$ cat config.mk
export PLATFORM = sky130hd
export DESIGN_NAME = cic_comp_fir_flat
export DESIGN_NICKNAME = d
export VERILOG_FILES = /design/src/rtl/cic_comp_fir_if.sv /design/src/rtl/cic_comp_fir.sv /design/src/flat_wrapper.sv
export SDC_FILE = /design/constraint.sdc
export NUM_CORES = 2
export LEC_CHECK = 0
export ABC_CLOCK_PERIOD_IN_PS = 9300
export BUFFER_PORTS_ARGS = -buffer_cell sky130_fd_sc_hd__buf_4
export CORE_MARGIN = 2
export CORE_UTILIZATION = 28
export CTS_CLUSTER_DIAMETER = 30
export DETAILED_ROUTE_END_ITERATION = 8
export PLACE_DENSITY_LB_ADDON = 0.2
export SLEW_MARGIN = 20
export SYNTH_ARGS = -nofsm -noshare
export SYNTH_HDL_FRONTEND = slang
export SYNTH_SLANG_ARGS = --single-unit
$ cat constraint.sdc
create_clock -name clk -period 9.3 [get_ports clk]
set_input_delay 0 -clock clk [delete_from_list [all_inputs] [get_ports clk]]
set_output_delay 0 -clock clk [all_outputs]
set_load 0.05 [all_outputs]
$ cat src/rtl/cic_comp_fir_if.sv
// Sample/result bus of the CIC compensation FIR, with a debug view of the FSM state.
interface cic_comp_fir_if #(
  parameter int DIN_WIDTH  = 32,
  parameter int DOUT_WIDTH = 18
);
  // din_valid is a one-cycle strobe with no ready: a strobe seen while busy=1 is
  // discarded and latches ovf. dout_valid is a one-cycle strobe; dout holds between strobes.
  logic signed [DIN_WIDTH-1:0]  din;
  logic                         din_valid;
  logic signed [DOUT_WIDTH-1:0] dout;
  logic                         dout_valid;
  logic                         busy;
  logic                         ovf;
  logic [1:0]                   fsm_state;

  modport master (
    output din, din_valid,
    input  dout, dout_valid, busy, ovf, fsm_state
  );

  modport slave (
    input  din, din_valid,
    output dout, dout_valid, busy, ovf, fsm_state
  );
endinterface

$ cat src/rtl/cic_comp_fir.sv
// Time-multiplexed CIC droop-compensation FIR with optional decimate-by-2 and scale/saturate.
// Define CIC_COMP_FIR_ROUND_EN for round-half-up before the shift; otherwise the shift truncates.
module cic_comp_fir #(
  parameter int DIN_WIDTH  = 32,
  parameter int COEF_WIDTH = 18,
  parameter int TAPS       = 21,
  parameter int DEC        = 2,
  parameter int SHIFT      = 20,
  parameter int DOUT_WIDTH = 18,
  // Coefficient ROM contents, entry 0 (multiplies newest sample) in the least significant slot.
  parameter logic [TAPS*COEF_WIDTH-1:0] COEFS = {
    -18'sd120, 18'sd310, -18'sd620, 18'sd1020, -18'sd1540, 18'sd2160, -18'sd2950,
    18'sd4020, -18'sd5700, 18'sd9500, 18'sd120000, 18'sd9500, -18'sd5700, 18'sd4020,
    -18'sd2950, 18'sd2160, -18'sd1540, 18'sd1020, -18'sd620, 18'sd310, -18'sd120
  }
) (
  input  logic          clk,
  input  logic          rst,
  cic_comp_fir_if.slave bus
);

  localparam int ACC_WIDTH  = DIN_WIDTH + COEF_WIDTH + $clog2(TAPS);
  localparam int PROD_WIDTH = DIN_WIDTH + COEF_WIDTH;
  localparam int PTR_W      = $clog2(TAPS);
  localparam int FILL_W     = $clog2(TAPS + 1);
  localparam logic [PTR_W-1:0]  LAST_PTR = PTR_W'(TAPS - 1);
  localparam logic [FILL_W-1:0] FILL_MAX = FILL_W'(TAPS);

  localparam logic signed [ACC_WIDTH:0] SAT_MAX =
    {{(ACC_WIDTH + 2 - DOUT_WIDTH){1'b0}}, {(DOUT_WIDTH - 1){1'b1}}};
  localparam logic signed [ACC_WIDTH:0] SAT_MIN = ~SAT_MAX;

`ifdef CIC_COMP_FIR_ROUND_EN
  localparam int RND_BIT = (SHIFT > 0) ? SHIFT - 1 : 0;
  localparam logic signed [ACC_WIDTH:0] RND =
    (SHIFT > 0) ? ({{ACC_WIDTH{1'b0}}, 1'b1} << RND_BIT) : {(ACC_WIDTH + 1){1'b0}};
`else
  localparam logic signed [ACC_WIDTH:0] RND = {(ACC_WIDTH + 1){1'b0}};
`endif

  typedef enum logic [1:0] {
    S_IDLE  = 2'd0,
    S_MAC   = 2'd1,
    S_SCALE = 2'd2,
    S_OUT   = 2'd3
  } state_t;

  state_t state, state_nxt;

  logic signed [DIN_WIDTH-1:0]  ram [TAPS];
  logic signed [COEF_WIDTH-1:0] coef_rom [TAPS];

  logic [PTR_W-1:0]  wr_ptr, rd_ptr, rd_ptr_nxt, tap_cnt;
  logic [FILL_W-1:0] fill, next_tap;
  logic              dec_phase;

  logic signed [DIN_WIDTH-1:0]  x_rd;
  logic signed [COEF_WIDTH-1:0] h_rd;
  logic                         tap_live;
  logic signed [PROD_WIDTH-1:0] prod;
  logic signed [ACC_WIDTH-1:0]  prod_ext, acc;
  logic signed [ACC_WIDTH:0]    acc_rnd, acc_shr;
  logic signed [DOUT_WIDTH-1:0] sat_c, sat_q;

  logic accept, trigger;
  logic busy_c, mac_en, scale_en, out_en;

  for (genvar g = 0; g < TAPS; g++) begin : g_rom
    assign coef_rom[g] = COEFS[g*COEF_WIDTH +: COEF_WIDTH];
  end

  assign accept  = bus.din_valid && !busy_c;
  assign trigger = accept && ((DEC == 1) || dec_phase);

  // FSM: state register
  always_ff @(posedge clk) begin
    if (rst) state <= S_IDLE;
    else     state <= state_nxt;
  end

  // FSM: next state
  always_comb begin
    state_nxt = state;
    case (state)
      S_IDLE:  if (trigger) state_nxt = S_MAC;
      S_MAC:   if (tap_cnt == LAST_PTR) state_nxt = S_SCALE;
      S_SCALE: state_nxt = S_OUT;
      S_OUT:   state_nxt = S_IDLE;
      default: state_nxt = S_IDLE;
    endcase
  end

  // FSM: outputs
  always_comb begin
    busy_c   = 1'b0;
    mac_en   = 1'b0;
    scale_en = 1'b0;
    out_en   = 1'b0;
    case (state)
      S_MAC:   begin busy_c = 1'b1; mac_en   = 1'b1; end
      S_SCALE: begin busy_c = 1'b1; scale_en = 1'b1; end
      S_OUT:   begin busy_c = 1'b1; out_en   = 1'b1; end
      default: ;
    endcase
  end

  assign bus.busy      = busy_c;
  assign bus.fsm_state = state;

  // Walk the delay line backwards from the newest sample, one tap per clock.
  assign rd_ptr_nxt = (rd_ptr == '0) ? LAST_PTR : rd_ptr - PTR_W'(1);
  assign next_tap   = FILL_W'(tap_cnt) + FILL_W'(1);

  // Taps beyond the samples received since reset read stale RAM, so they are forced to zero.
  assign prod     = x_rd * h_rd;
  assign prod_ext = tap_live ? {{(ACC_WIDTH - PROD_WIDTH){prod[PROD_WIDTH-1]}}, prod} : '0;

  always_comb begin
    acc_rnd = {acc[ACC_WIDTH-1], acc} + RND;
    acc_shr = acc_rnd >>> SHIFT;
    if (acc_shr > SAT_MAX)      sat_c = SAT_MAX[DOUT_WIDTH-1:0];
    else if (acc_shr < SAT_MIN) sat_c = SAT_MIN[DOUT_WIDTH-1:0];
    else                        sat_c = acc_shr[DOUT_WIDTH-1:0];
  end

  always_ff @(posedge clk) begin
    if (!rst && accept) ram[wr_ptr] <= bus.din;
  end

  always_ff @(posedge clk) begin
    if (rst) begin
      wr_ptr         <= '0;
      rd_ptr         <= '0;
      tap_cnt        <= '0;
      fill           <= '0;
      dec_phase      <= 1'b0;
      x_rd           <= '0;
      h_rd           <= '0;
      tap_live       <= 1'b0;
      acc            <= '0;
      sat_q          <= '0;
      bus.dout       <= '0;
      bus.dout_valid <= 1'b0;
      bus.ovf        <= 1'b0;
    end else begin
      bus.dout_valid <= 1'b0;
      if (bus.din_valid && busy_c) bus.ovf <= 1'b1;

      if (accept) begin
        wr_ptr <= (wr_ptr == LAST_PTR) ? '0 : wr_ptr + PTR_W'(1);
        if (fill != FILL_MAX) fill <= fill + FILL_W'(1);
        if (DEC == 2) dec_phase <= ~dec_phase;
      end

      // The newest sample is still being written, so tap 0 takes it straight from din.
      if (trigger) begin
        acc      <= '0;
        tap_cnt  <= '0;
        rd_ptr   <= wr_ptr;
        x_rd     <= bus.din;
        h_rd     <= coef_rom[0];
        tap_live <= 1'b1;
      end

      if (mac_en) begin
        acc     <= acc + prod_ext;
        tap_cnt <= tap_cnt + PTR_W'(1);
        if (tap_cnt != LAST_PTR) begin
          rd_ptr   <= rd_ptr_nxt;
          x_rd     <= ram[rd_ptr_nxt];
          h_rd     <= coef_rom[tap_cnt + PTR_W'(1)];
          tap_live <= next_tap < fill;
        end
      end

      if (scale_en) sat_q <= sat_c;

      if (out_en) begin
        bus.dout       <= sat_q;
        bus.dout_valid <= 1'b1;
      end
    end
  end

endmodule
$ cat src/flat_wrapper.sv
// flat-port wrapper written by rule: the top's interface ports become plain ports
module cic_comp_fir_flat 
#(
  parameter int DIN_WIDTH  = 32,
  parameter int COEF_WIDTH = 18,
  parameter int TAPS       = 21,
  parameter int DEC        = 2,
  parameter int SHIFT      = 20,
  parameter int DOUT_WIDTH = 18,
                                                                                                
  parameter logic [TAPS*COEF_WIDTH-1:0] COEFS = {
    -18'sd120, 18'sd310, -18'sd620, 18'sd1020, -18'sd1540, 18'sd2160, -18'sd2950,
    18'sd4020, -18'sd5700, 18'sd9500, 18'sd120000, 18'sd9500, -18'sd5700, 18'sd4020,
    -18'sd2950, 18'sd2160, -18'sd1540, 18'sd1020, -18'sd620, 18'sd310, -18'sd120
  }
)
  (clk, rst, bus_din, bus_din_valid, bus_dout, bus_dout_valid, bus_busy, bus_ovf, bus_fsm_state);
  cic_comp_fir_if #(.DIN_WIDTH(DIN_WIDTH), .DOUT_WIDTH(DOUT_WIDTH)) bus_i ();
  input  logic clk;
  input  logic rst;
  input wire logic [$bits(bus_i.din)-1:0] bus_din;
  input wire logic [$bits(bus_i.din_valid)-1:0] bus_din_valid;
  output wire logic [$bits(bus_i.dout)-1:0] bus_dout;
  output wire logic [$bits(bus_i.dout_valid)-1:0] bus_dout_valid;
  output wire logic [$bits(bus_i.busy)-1:0] bus_busy;
  output wire logic [$bits(bus_i.ovf)-1:0] bus_ovf;
  output wire logic [$bits(bus_i.fsm_state)-1:0] bus_fsm_state;
  assign bus_i.din = bus_din;
  assign bus_i.din_valid = bus_din_valid;
  assign bus_dout = bus_i.dout;
  assign bus_dout_valid = bus_i.dout_valid;
  assign bus_busy = bus_i.busy;
  assign bus_ovf = bus_i.ovf;
  assign bus_fsm_state = bus_i.fsm_state;
  cic_comp_fir #(.DIN_WIDTH(DIN_WIDTH), .COEF_WIDTH(COEF_WIDTH), .TAPS(TAPS), .DEC(DEC), .SHIFT(SHIFT), .DOUT_WIDTH(DOUT_WIDTH), .COEFS(COEFS)) u_core (.clk(clk), .rst(rst), .bus(bus_i));
endmodule
Word level (Yosys, flattened, before mapping)

Memory sizes are Yosys's and may differ from the RTL's.
Cells that the tools add are included.

Reductions and logical operators: 12
Multiply operators: 1
Order comparisons: 4
Add/sub/neg operators: 5
Bitwise logic cells: 2
Equality and inequality tests: 9
Mux-type cells: 33

Operators with widths:

| kind                                                     | count |
|---|---|
| two-way mux 55 bit                                       | 3 |
| two-way mux 18 bit                                       | 7 |
| two-way mux 32 bit                                       | 3 |
| adder 55 bit                                             | 1 |
| multiplier 32 x 18 -> 50 bit                             | 1 |
| > comparator 35 x 18 -> 1 bit, second input constant     | 1 |
| < comparator 35 x 18 -> 1 bit, second input constant     | 1 |
| two-way mux 5 bit                                        | 7 |
| adder 5 x 1 -> 5 bit, second input constant              | 3 |
| equality test 5 bit, second input constant               | 2 |
| two-way mux 1 bit                                        | 10 |
| inequality test 5 bit, second input constant             | 2 |
| case mux 2 bit (4 select lines)                          | 1 |
| greater-or-equal comparator 6 bit, second input constant | 1 |
| NOT 5 -> 6 bit                                           | 1 |
| logical NOT 5 bit                                        | 1 |
| < comparator 5 bit                                       | 1 |
| subtractor 5 x 1 -> 5 bit, second input constant         | 1 |
| equality test 2 bit, second input constant               | 2 |
| logical AND 1 bit                                        | 4 |
| two-way mux 2 bit                                        | 2 |
| inequality test 2 x 1 -> 1 bit, second input constant    | 2 |
| AND reduction 2 bit                                      | 2 |
| OR reduction 3 bit                                       | 1 |
| other kinds (5)                                          | 6 |

Memories: 2
Word-level logic and storage cells: 82
Register bits after elaboration: 167
Output and inout port bits: 23
Bits in writable memories: 672
Memory bits (read-only): 576

Memory list:

| memory           | depth | bits a word | rd ports | clocked after memory_dff | write ports | RTL line            | text |
|---|---|---|---|---|---|---|---|
| u_core.ram       | 21    | 32          | 1        | 0                        | 1           | cic_comp_fir.sv:50  | `logic signed [DIN_WIDTH-1:0] ram [TAPS];` |
| (name not given) | 32    | 18          | 1        | 0                        | 0           | cic_comp_fir.sv:171 | `h_rd <= coef_rom[tap_cnt + PTR_W'(1)];` |

Longest topological paths before layout

Depth after elaboration: 9
Mapped depth: 40
Gate-level depth less buffers: 37

Worst setup path after synthesis

Ideal clock, no wire load.

Path kind: register to register
Start point: register u_core.x_rd[11]
End point: register u_core.acc[43]
Path slack: 0.444 ns
Cell stages (with the launch flop): 37
Period minus slack after synthesis: 8.856 ns
Data arrival time: 8.738 ns
Path through: dfxtp_1 clkbuf_1 clkbuf_1 nand2_1 fa_1 inv_1 fa_1 fa_1 inv_1 fa_1 fa_1 fa_1 inv_1 ha_1 clkbuf_1 a21oi_1 o21ai_1 a21o_1 a22oi_2 o31a_1 o21ai_1 a221o_1 a21boi_1 o21ai_0 xor2_1 and2_1 ha_1 a21o_1 a21o_1 a21o_1 a2111oi_1 and2_1 a21oi_1 o21a_1 o21a_1 or3_1 a32o_1

Longest elaborated chain between the ends: 4

RTL lines:

| what                         | RTL line            | text |
|---|---|---|
| start, declared              | cic_comp_fir.sv:57  | `logic signed [DIN_WIDTH-1:0] x_rd;` |
| start signal, assigned       | cic_comp_fir.sv:160 | `x_rd <= bus.din;` |
| start signal, assigned       | cic_comp_fir.sv:170 | `x_rd <= ram[rd_ptr_nxt];` |
| multiplier 32 x 18 -> 50 bit | cic_comp_fir.sv:115 | `assign prod = x_rd * h_rd;` |
| two-way mux 55 bit           | cic_comp_fir.sv:116 | `assign prod_ext = tap_live ? {{(ACC_WIDTH - PROD_WIDTH){prod[PROD_WIDTH-1]}}, prod} : '0;` |
| adder 55 bit                 | cic_comp_fir.sv:166 | `acc <= acc + prod_ext;` |
| two-way mux 55 bit           | cic_comp_fir.sv:165 | `if (mac_en) begin` |
| end signal, assigned         | cic_comp_fir.sv:166 |  |
| end, declared                | cic_comp_fir.sv:61  | `logic signed [ACC_WIDTH-1:0] prod_ext, acc;` |

Every way passes these cells.
A chain may end at the register's enable or synchronous reset.

Final worst setup path

Start point: register u_core.x_rd[9]
End point: register u_core.acc[43]

The elaborated chain is that of the path after synthesis.

==> PnR_summary.wiki <==
{| class="wikitable"
! Metric !! Value
|-
| Setup-violating endpoint count in the final report || 0
|-
| DRC marker count from the first detailed-route iteration || around 2600
|-
| Initial antenna violation count || 6
|-
| Pre-antenna DRT Iters || 6
|-
| Avg Inst Size Synth || roughly 11 um^2
|-
| Slowest stage cell on the critical path || sky130_fd_sc_hd__fa_1
|-
| Clock root buffer || sky130_fd_sc_hd__clkbuf_16
|-
| Leading cell types in the layout, fill and taps excluded || sky130_fd_sc_hd__nand2_1, sky130_fd_sc_hd__edfxtp_1, sky130_fd_sc_hd__inv_1, sky130_fd_sc_hd__fa_1, sky130_fd_sc_hd__buf_4
|-
| Clk sink count || around 840
|-
| Max Root-Sink Buffers || 3
|-
| Row Count || around 160
|-
| CTS tree || yes
|-
| Largest fanout of any net on the critical path || 13
|-
| Mean number of vias per cell || roughly 4.8
|-
| Startpoint Class || flop
|-
| Port Buffer Count || 57
|-
| Initial Util || ~28%
|-
| Required time worst endpoint || between 9 and 10 ns
|-
| Result of the run || complete, no violations
|-
| Gp weighted congestion || approximately 0.84
|-
| EDFF count, synth || between 600 and 700
|-
| GRT Overall Usage || between 15 and 20%
|-
| Number of max-slew violations in the final report || 0
|-
| Area of the placeable core || about 200000 um^2
|-
| Post-DR wirelength/cell || about 21 um
|-
| Number of distinct standard cells referenced by the synthesized netlist || 86
|-
| Antenna diode instance count || 0
|-
| Vias in the first global route || roughly 41000
|-
| # Max-Cap Violations || 0
|-
| Horizontal extent of the die || approximately 450 um
|-
| CTS Buf Count || approximately 200
|-
| Cell area power density || 375 nW/um^2
|-
| Htree depth || 4
|-
| Clock insertion delay at the later pin of the skew report || ~0.85 ns
|-
| Seq. cell area || between 20000 and 25000 um^2
|-
| Hold Worst Slack || just over 0.05 ns
|-
| Final worst clock skew || 0.118 ns
|-
| Number of hold violations in the final report || 0
|-
| Stage delay of the slowest cell on the critical path || around 0.58 ns
|-
| Count of mapped cells out of synthesis || 5102
|-
| Multi-input gate area in the final layout || 28800 um^2
|-
| Net count, final || between 6000 and 7000
|-
| Maximum number of pins on one net before global-route repair || between 90 and 100
|-
| Top flip-flop cell by instance count after synthesis || sky130_fd_sc_hd__edfxtp_1
|-
| Most common library cell in the layout ignoring fill and taps || sky130_fd_sc_hd__nand2_1
|-
| Post-route fraction of the period consumed by the critical path || 95.7%
|-
| Static Leak || ~27 nW
|-
| Total nets after synthesis || approximately 5900
|-
| Reg clk slew, reported paths || around 0.05 ns
|-
| Period minus WS final || 8.90 ns
|-
| Post-synthesis sequential area ratio || a little over two fifths
|-
| Post-detailed-route count of antenna-violating nets || 0
|-
| FF+latch count, synth || around 840
|-
| Slew at the pin closest to its max-slew limit || between 1 and 1.5 ns
|-
| Area delta synth->final || 22.4%
|-
| Slew Limit Headroom || 22.9%
|-
| Worst hold path class || primary input to flop
|-
| # fillers || 19900
|-
| Crit end category || flop
|-
| Layout Utilization || 34.5%
|-
| Via count || between 30000 and 40000
|-
| Residual DRC || 0
|-
| Worst path most repeated cell || sky130_fd_sc_hd__a21o_1
|-
| Critical setup path kind || flop to flop
|-
| Final total negative setup slack || 0 ns
|-
| Die Ht || around 450 um
|-
| Data arrival time of the critical path || 9.57 ns
|-
| Global-route wire length before repair || about 260 mm
|-
| Detailed-route wire length || between 150 and 200 mm
|-
| Largest voltage drop on the vdd net || about 0.41 mV
|-
| Share of synthesized registers carrying an async set or reset || 0%
|-
| Io pins || 58
|-
| Share of layout cells above drive strength 1 || between 10% and 20%
|-
| Post-synthesis cell area || between 50000 and 60000 um^2
|-
| Die Area || just over 200000 um^2
|-
| Detailed placer's ending HPWL || ~110 mm
|-
| Synthesis Warnings || 0
|-
| Highest attainable clock frequency || between 100 and 150 MHz
|-
| Total gr overflow || 0
|}
## layout make-up
| cell class | instances | share of cell area (%) |
|---|---|---|
| multi-input combinational | 3286 | 42.2 |
| sequential | 839 | 34.6 |
| clock buffer | 249 | 7.84 |
| tap | 2640 | 4.85 |
| timing repair buffer | 329 | 4.34 |
| inverter | 661 | 3.64 |
| clock inverter | 131 | 2.51 |
## registers in the layout (all words and copies together), names as in the netlist
name,flops
u_core.acc,55
u_core.bus.dout,18
u_core.bus.dout_valid,1
u_core.bus.fsm_state,2
u_core.bus.ovf,1
u_core.dec_phase,1
u_core.fill,5
u_core.h_rd,18
u_core.ram,672
u_core.rd_ptr,5
u_core.sat_q,18
u_core.tap_cnt,5
u_core.tap_live,1
u_core.wr_ptr,5
u_core.x_rd,32
## metrics by stage
step	instance area [um^2]	power, mW	setup WS, ns	std cells
2_1_floorplan	55700	13.5	0.444	5102
3_3_place_gp	60400	18.3	0.0347	7703
3_5_place_dp	60400	18.4	0.0910	7703
4_1_cts	67800	25.6	0.0261	8117
5_1_grt	68100	27.4	-0.00538	8135
6_report	68100	25.5	0.400	8135
## final timing paths
| path | startpoint | endpoint | slack, ns | cells after the start |
|---|---|---|---|---|
| hold / removal | bus_din[5] | u_core.ram[10][5] | 0.05 | 2 |
| hold reg to reg | u_core.h_rd[15] | u_core.h_rd[15] | 0.46 | 1 |
| setup / recovery | u_core.x_rd[9] | u_core.acc[43] | 0.40 | 37 |
| setup reg to reg | u_core.x_rd[9] | u_core.acc[43] | 0.40 | 37 |
## timing repair
action	4_1_cts	5_1_grt
resized for setup	0	50
endpoints found under the setup margin	0	17
endpoints found under the hold margin	759	0
hold buffers	34	0
buffers inserted	0	13
## power breakdown
group	internal, mW	switching, mW
registers	4.29	0.371
logic	4.96	8.77
clock network	4.82	2.31
## cells by family (layout without fill, tap and decap cells)
| logic type | count (synthesis) | in the layout | share of synthesized area, % |
|---|---|---|---|
| adder cells (fa/ha/maj) | 754 | 754 | 24.4 |
| buffers and inverters | 977 | 1370 | 6.63 |
| flip-flops | 839 | 839 | 42.3 |
| XOR/XNOR | 108 | 108 | 1.70 |
| multiplexers | 92 | 92 | 2.36 |
| AND/OR/NAND/NOR | 1456 | 1456 | 11.7 |
| AO/OA/AOI/OAI | 876 | 876 | 10.9 |
## routing by layer
metal	vias to the layer above	global-route usage (%)	wire, um
met4	8	4.82	3800
met2	982	27.6	81700
met1	20000	22.4	77100
met5	-	0	48
met3	221	2.82	8600
li1	17800	-	-
## synthesized netlist by cell type (8+ instances only)
cell type | number | share of area (%)
sky130_fd_sc_hd__buf_1 | 13 | 0.088
sky130_fd_sc_hd__a31oi_1 | 29 | 0.33
sky130_fd_sc_hd__o22ai_1 | 113 | 1.3
sky130_fd_sc_hd__xnor2_1 | 75 | 1.2
sky130_fd_sc_hd__a22o_1 | 17 | 0.27
sky130_fd_sc_hd__and2_1 | 209 | 2.3
sky130_fd_sc_hd__fa_1 | 554 | 20
sky130_fd_sc_hd__mux4_2 | 31 | 1.3
sky130_fd_sc_hd__nor3_1 | 66 | 0.59
sky130_fd_sc_hd__nor2_1 | 216 | 1.5
sky130_fd_sc_hd__a32oi_1 | 12 | 0.19
sky130_fd_sc_hd__nor4_1 | 8 | 0.090
sky130_fd_sc_hd__inv_1 | 658 | 4.4
sky130_fd_sc_hd__ha_1 | 200 | 4.5
sky130_fd_sc_hd__a311oi_1 | 141 | 2.2
sky130_fd_sc_hd__xor2_1 | 33 | 0.52
sky130_fd_sc_hd__buf_2 | 18 | 0.16
sky130_fd_sc_hd__a21o_1 | 59 | 0.80
sky130_fd_sc_hd__o21bai_1 | 13 | 0.18
sky130_fd_sc_hd__o21a_1 | 19 | 0.26
sky130_fd_sc_hd__edfxtp_1 | 672 | 36
sky130_fd_sc_hd__nor2b_1 | 15 | 0.17
sky130_fd_sc_hd__o21ai_0 | 113 | 1.0
sky130_fd_sc_hd__mux2i_1 | 59 | 1.1
sky130_fd_sc_hd__a21oi_1 | 195 | 1.8
sky130_fd_sc_hd__clkbuf_1 | 285 | 1.9
sky130_fd_sc_hd__nand2_1 | 785 | 5.3
sky130_fd_sc_hd__or3_1 | 9 | 0.10
sky130_fd_sc_hd__nand3_1 | 24 | 0.22
sky130_fd_sc_hd__a211oi_1 | 46 | 0.62
sky130_fd_sc_hd__a211o_1 | 20 | 0.31
sky130_fd_sc_hd__and3_1 | 34 | 0.38
sky130_fd_sc_hd__dfxtp_1 | 167 | 6.0
sky130_fd_sc_hd__nand2b_1 | 47 | 0.53
sky130_fd_sc_hd__a221oi_1 | 17 | 0.27
sky130_fd_sc_hd__o221ai_1 | 8 | 0.13
sky130_fd_sc_hd__nand4_1 | 22 | 0.25
## critical path: cells and delay by family, from the launching register on
| family | cells | cell delay, ns |
|---|---|---|
| AOI/OAI and AO/OA | 17 | 3.13 |
| xor gates and xnor gates | 1 | 0.08 |
| adders and majority gates | 8 | 3.65 |
| buffers and inverters | 6 | 0.68 |
| DFF | 1 | 0.37 |
| and+or+nand+nor | 5 | 0.81 |
(Power assumes the default switching activity.)
